--- src/rtl/lcd1602_num_display.sv ---
// HD44780 16x2 numeric field: initialises the panel, converts an unsigned
// value to decimal and rewrites the field whenever the input value changes.
module lcd1602_num_display #(
   parameter int IN_WIDTH    = 7,
   parameter int NUM_DIGITS  = 3,
   parameter int WAIT_CYCLES = 100000,
   parameter int ROW         = 0,
   parameter int COL         = 0,
   parameter int BLANK_ZEROS = 1
) (
   input  logic                clk,
   input  logic                reset,
   input  logic                ready_i,
   input  logic [IN_WIDTH-1:0] in,
   output logic                rs,
   output logic                rw,
   output logic                enable,
   output logic [7:0]          data,
   output logic                busy_o
);

   localparam int CW   = $clog2(WAIT_CYCLES);
   localparam int BW   = $clog2(IN_WIDTH + 1);
   localparam int XW   = $clog2(NUM_DIGITS + 5);
   localparam int BCDW = 4 * NUM_DIGITS;

   localparam logic [7:0] ADDR_CMD = 8'h80 | 8'(ROW * 64 + COL);

   typedef enum logic [2:0] {
      IDLE,
      INIT,
      SAMPLE,
      CONVERT,
      WRITE,
      HOLD
   } state_t;

   state_t              state_q, state_d;
   logic [CW-1:0]       cnt_q, cnt_d;
   logic [XW-1:0]       idx_q, idx_d;
   logic [BW-1:0]       bit_q, bit_d;
   logic [IN_WIDTH-1:0] val_q, val_d;
   logic [IN_WIDTH-1:0] sh_q, sh_d;
   logic [BCDW-1:0]     bcd_q, bcd_d;
   logic                rs_q, rs_d;
   logic                en_q, en_d;
   logic [7:0]          data_q, data_d;
   logic                busy_q, busy_d;

   logic                       slot_end;
   logic                       pulse;
   logic [7:0]                 init_byte;
   logic [7:0]                 char_byte;
   logic [3:0]                 dig;
   logic                       blank;
   logic                       zrun;
   logic [NUM_DIGITS-1:0]      lead;
   logic [BCDW-1:0]            adj;
   logic [BCDW+IN_WIDTH-1:0]   cat;

   assign slot_end = (cnt_q == CW'(WAIT_CYCLES - 1));
   assign pulse    = (cnt_q != '0) && (cnt_q <= CW'(WAIT_CYCLES / 2));

   always_comb begin
      unique case (idx_q[1:0])
         2'd0:    init_byte = 8'h38;
         2'd1:    init_byte = 8'h0C;
         2'd2:    init_byte = 8'h01;
         default: init_byte = 8'h06;
      endcase
   end

   // lead[p] marks digits that are zero along with every digit above them
   always_comb begin
      zrun  = 1'b1;
      lead  = '0;
      dig   = '0;
      blank = 1'b0;
      adj   = '0;
      for (int p = NUM_DIGITS - 1; p >= 0; p--) begin
         zrun    = zrun && (bcd_q[4*p +: 4] == 4'd0);
         lead[p] = zrun;
      end
      for (int p = 0; p < NUM_DIGITS; p++) begin
         if (idx_q == XW'(NUM_DIGITS - p)) begin
            dig   = bcd_q[4*p +: 4];
            blank = (BLANK_ZEROS != 0) && (p != 0) && lead[p];
         end
         if (bcd_q[4*p +: 4] >= 4'd5)
            adj[4*p +: 4] = bcd_q[4*p +: 4] + 4'd3;
         else
            adj[4*p +: 4] = bcd_q[4*p +: 4];
      end
      char_byte = blank ? 8'h20 : {4'h3, dig};
      cat       = {adj, sh_q} << 1;
   end

   // Outputs are derived from the current state, so they trail it by a cycle
   always_comb begin
      state_d = state_q;
      cnt_d   = cnt_q;
      idx_d   = idx_q;
      bit_d   = bit_q;
      val_d   = val_q;
      sh_d    = sh_q;
      bcd_d   = bcd_q;
      rs_d    = rs_q;
      en_d    = 1'b0;
      data_d  = data_q;
      busy_d  = 1'b0;
      unique case (state_q)
         IDLE: begin
            rs_d   = 1'b0;
            data_d = 8'h00;
            if (ready_i) begin
               state_d = INIT;
               cnt_d   = '0;
               idx_d   = '0;
            end
         end
         INIT: begin
            busy_d = 1'b1;
            rs_d   = 1'b0;
            data_d = init_byte;
            en_d   = pulse;
            cnt_d  = slot_end ? '0 : cnt_q + 1'b1;
            if (slot_end) begin
               if (idx_q == XW'(3)) state_d = SAMPLE;
               else                 idx_d   = idx_q + 1'b1;
            end
         end
         SAMPLE: begin
            busy_d  = 1'b1;
            val_d   = in;
            sh_d    = in;
            bcd_d   = '0;
            bit_d   = '0;
            state_d = CONVERT;
         end
         CONVERT: begin
            busy_d = 1'b1;
            bcd_d  = cat[BCDW+IN_WIDTH-1:IN_WIDTH];
            sh_d   = cat[IN_WIDTH-1:0];
            bit_d  = bit_q + 1'b1;
            if (bit_q == BW'(IN_WIDTH - 1)) begin
               state_d = WRITE;
               cnt_d   = '0;
               idx_d   = '0;
            end
         end
         WRITE: begin
            busy_d = 1'b1;
            rs_d   = (idx_q != '0);
            data_d = (idx_q == '0) ? ADDR_CMD : char_byte;
            en_d   = pulse;
            cnt_d  = slot_end ? '0 : cnt_q + 1'b1;
            if (slot_end) begin
               if (idx_q == XW'(NUM_DIGITS)) state_d = HOLD;
               else                          idx_d   = idx_q + 1'b1;
            end
         end
         HOLD: begin
            if (in != val_q) state_d = SAMPLE;
         end
         default: state_d = IDLE;
      endcase
   end

   always_ff @(posedge clk) begin
      if (reset) begin
         state_q <= IDLE;
         cnt_q   <= '0;
         idx_q   <= '0;
         bit_q   <= '0;
         val_q   <= '0;
         sh_q    <= '0;
         bcd_q   <= '0;
         rs_q    <= 1'b0;
         en_q    <= 1'b0;
         data_q  <= 8'h00;
         busy_q  <= 1'b0;
      end else begin
         state_q <= state_d;
         cnt_q   <= cnt_d;
         idx_q   <= idx_d;
         bit_q   <= bit_d;
         val_q   <= val_d;
         sh_q    <= sh_d;
         bcd_q   <= bcd_d;
         rs_q    <= rs_d;
         en_q    <= en_d;
         data_q  <= data_d;
         busy_q  <= busy_d;
      end
   end

   assign rs     = rs_q;
   assign rw     = 1'b0;
   assign enable = en_q;
   assign data   = data_q;
   assign busy_o = busy_q;

endmodule

--- config.mk ---
export PLATFORM = sky130hd
export DESIGN_NAME = lcd1602_num_display
export DESIGN_NICKNAME = d
export VERILOG_FILES = /design/src/rtl/lcd1602_num_display.sv
export SDC_FILE = /design/constraint.sdc
export NUM_CORES = 1
export LEC_CHECK = 0
export ABC_CLOCK_PERIOD_IN_PS = 1700
export CAP_MARGIN = 15
export CORE_MARGIN = 2
export CORE_UTILIZATION = 55
export CTS_BUF_LIST = sky130_fd_sc_hd__clkbuf_4 sky130_fd_sc_hd__clkbuf_8
export DETAILED_ROUTE_END_ITERATION = 6
export GPL_ROUTABILITY_DRIVEN = 1
export PLACE_DENSITY_LB_ADDON = 0.15
export SLEW_MARGIN = 5
export SYNTH_ARGS = -nofsm -noshare
export SYNTH_HDL_FRONTEND = slang
export SYNTH_SLANG_ARGS = --single-unit
export TNS_END_PERCENT = 30
--- constraint.sdc ---
create_clock -name clk -period 1.7 [get_ports clk]
set_clock_uncertainty 0.2 [all_clocks]
set_input_delay 0.255 -clock clk [delete_from_list [all_inputs] [get_ports clk]]
set_output_delay 0.255 -clock clk [all_outputs]
set_load 0.01 [all_outputs]
==> summary.txt <==
ANT nets after route - 0
Via count - 3467
CTS tree - built
Critical-path maximum fanout - 4
Max_cap viols - 0
Nature of the critical path endpoint - register
Most common cell in the netlist - dfxtp_1
Clock Latency Late Sink - 0.35 ns
Gr usage total - 27.6%
Initial core utilization - 57.3%
Count of cell types in the netlist - 60
Worst path slowest cell - or3_4
Iter 0 DRT Violations - 144
Area contributors post-synth - dfxtp_1 (36%), ha_1 (6.2%), nor2_1 (5.5%), xor2_1 (4.8%), a21oi_1 (4.7%)
DR DRC count - 0
Clock Tree Buf Depth - 2
Gp weighted congestion - 0.912
H-tree depth - 3
Clock period minus worst slack - 1.95 ns
Total power - 4.81 mW
Mean Syn Cell Area - 8.33 um2
Startpoint types - register
Site Rows - 28
WS Path Type - reg2reg
Synth area leader - dfxtp_1
First-pass GRT wire length - 15.7 mm
Total grt overflow - 0
Fin Hold WS - 0.0805 ns
Synthesis-to-finish area growth - 39.9%
VDD IR max - 0.000784 V
Fin crit share - 115%
Max stage delay on crit path - 0.40 ns
Fmax - 512 MHz
NumNets Final - 543
Critical path required time - 1.73 ns
Drt wl/cell - 16.0 um
Mapped Area - 3430 um2
PortBufs - 19
EDFF count, synth - 0
Die area - 6890 um2
Async SR Flop Fraction - 0%
Power per standard cell area - 1000 nW/um2
Diode count - 0
Area share of the largest cell type after synthesis - 36.2%
Ys Warns - 0
Largest net degree at the start of global routing - 24
Post-Synthesis Cells - 412
Count of state elements after synthesis - 62
Synth top cells by count - dfxtp_1 (62), nor2_1 (50), nand2_1 (37)
Final Max Slew Viols - 0
Sequential area share after synthesis - 36.2%
Leakage power - 1.97 nW
Worst path cell trace - or3_4 -> nor3_4 -> a31oi_1 -> o21ai_0 -> a21oi_2
Final Hold Vio Count - 0
Dpl hpwl - 6.33 mm
Post-synth top flop - dfxtp_1
CTS buffer count - 9
Final setup fails - 32
Vias in the first global route - 3476
Vert. Die Dim - 83.0 um
Final worst setup slack - -0.253 ns
Vias per cell - 5.82
Worst-path clk slew - 0.07 ns
RSZ-0062 raised after global routing - yes
Sink Count - 62
Critical path arrival - 1.98 ns
Initial antenna violation count - 0
Layout cells sized above 1 - 34.5%
Routed WL - 9.54 mm
First drt pass iteration count - 4
Core Box Area - 5990 um2
Hold Path Class - in2reg
CTS Root Buffer Type - clkbuf_8
IO Count - 22
Status - finished, violations left
Failing checks - negative setup slack
Die X - 83.0 um
==> power breakdown <==
group | switching (mW) | leakage [nW] | internal (mW)
Clock | 0.597 | 0.0930 | 0.594
Sequential | 0.118 | 0.509 | 1.60
Combinational | 1.00 | 1.37 | 0.899
Total | 1.71 | 1.97 | 3.09
==> flip-flops by register name, summed over array words and instances (netlist names) <==
signal   count
cnt_q       17
bcd_q       12
data         7
sh_q         7
val_q        7
bit_q        3
idx_q        3
state_q      3
busy_o       1
enable       1
rs           1
==> area by class of cell <==
type                       count  area [um2]
sequential                    62        1270
tap                           75        93.8
fill                         393        1190
clock buffer                  12         153
clock inverter                 4        22.5
timing repair buffer         115         948
inverter                      17        63.8
multi-input combinational    311        2250
==> critical path, delay by kind of cell, from the launching register on <==
kind	cells	cell delay, ns
and+or+nand+nor	2	0.70
AOI/OAI and AO/OA	3	0.61
DFF	1	0.32
==> cells by family (layout without fill, tap and decap cells) <==
logic type / Yosys count / count (layout) / share of synthesized area, %
AOI/OAI and AO/OA: 103 / 104 / 20.4
xor gates and xnor gates: 23 / 23 / 5.87
adders and majority gates: 17 / 17 / 6.20
buffers and inverters: 41 / 148 / 5.14
DFF: 62 / 62 / 36.2
muxes: 10 / 10 / 2.92
other: 1 / 2 / 0.109
and+or+nand+nor: 155 / 155 / 23.2
==> routing by layer <==
layer	part of all wire, %	GRT usage [%]	up-vias	routed length, um
met1	41	31.3	1692	3910
li1	-	-	1671	-
met5	0	0	-	0
met2	53	49.3	78	5070
met4	3.3	15.5	0	313
met3	2.6	4.17	26	249
==> cells in the final DEF, fill, tap and decap left out, types with 9 or more instances in the layout <==
master / n
nand2_1: 37
o21ai_0: 11
clkdlybuf4s50_1: 12
ha_1: 9
dfxtp_2: 11
inv_1: 11
buf_4: 90
a21oi_1: 25
dfxtp_1: 48
a22oi_1: 12
nand3_1: 10
mux2i_1: 10
xor2_1: 19
clkbuf_8: 10
nor2_1: 49
==> final timing paths <==
path | from | end | slack, ns | depth (start not counted)
max | cnt_q[8]$_SDFFE_PP0P_ | idx_q[1]$_SDFFE_PP0P_ | -0.25 | 5
max reg2reg | cnt_q[8]$_SDFFE_PP0P_ | idx_q[1]$_SDFFE_PP0P_ | -0.25 | 5
min reg2reg | sh_q[0]$_SDFFE_PP0P_ | sh_q[0]$_SDFFE_PP0P_ | 0.28 | 2
min | reset | cnt_q[0]$_SDFFE_PP0P_ | 0.08 | 2
==> through the flow <==
stage / TNS (ns) / instances / worst slack [ns] / instance area [um2] / utilization [%]
2_1_floorplan: -1.09 / 413 / -0.0995 / 3520 / -
3_3_place_gp: -6.60 / 566 / -0.352 / 4310 / 72.0
3_5_place_dp: -7.79 / 566 / -0.408 / 4310 / 72.0
4_1_cts: -4.06 / 591 / -0.213 / 4660 / 77.8
5_1_grt: -6.74 / 596 / -0.360 / 4800 / 80.1
6_report: -4.09 / 596 / -0.253 / 4800 / 80.1
==> what timing repair did <==
action                                 in CTS  in global routing
endpoints found under the hold margin       0                  0
setup buffers                               8                  6
hold buffers                                0                  0
gates cloned                                1                  0
resized for setup                          30                 32
setup endpoints to repair                  45                 45
pin swaps                                  16                 30
(Power assumes the default switching activity.)
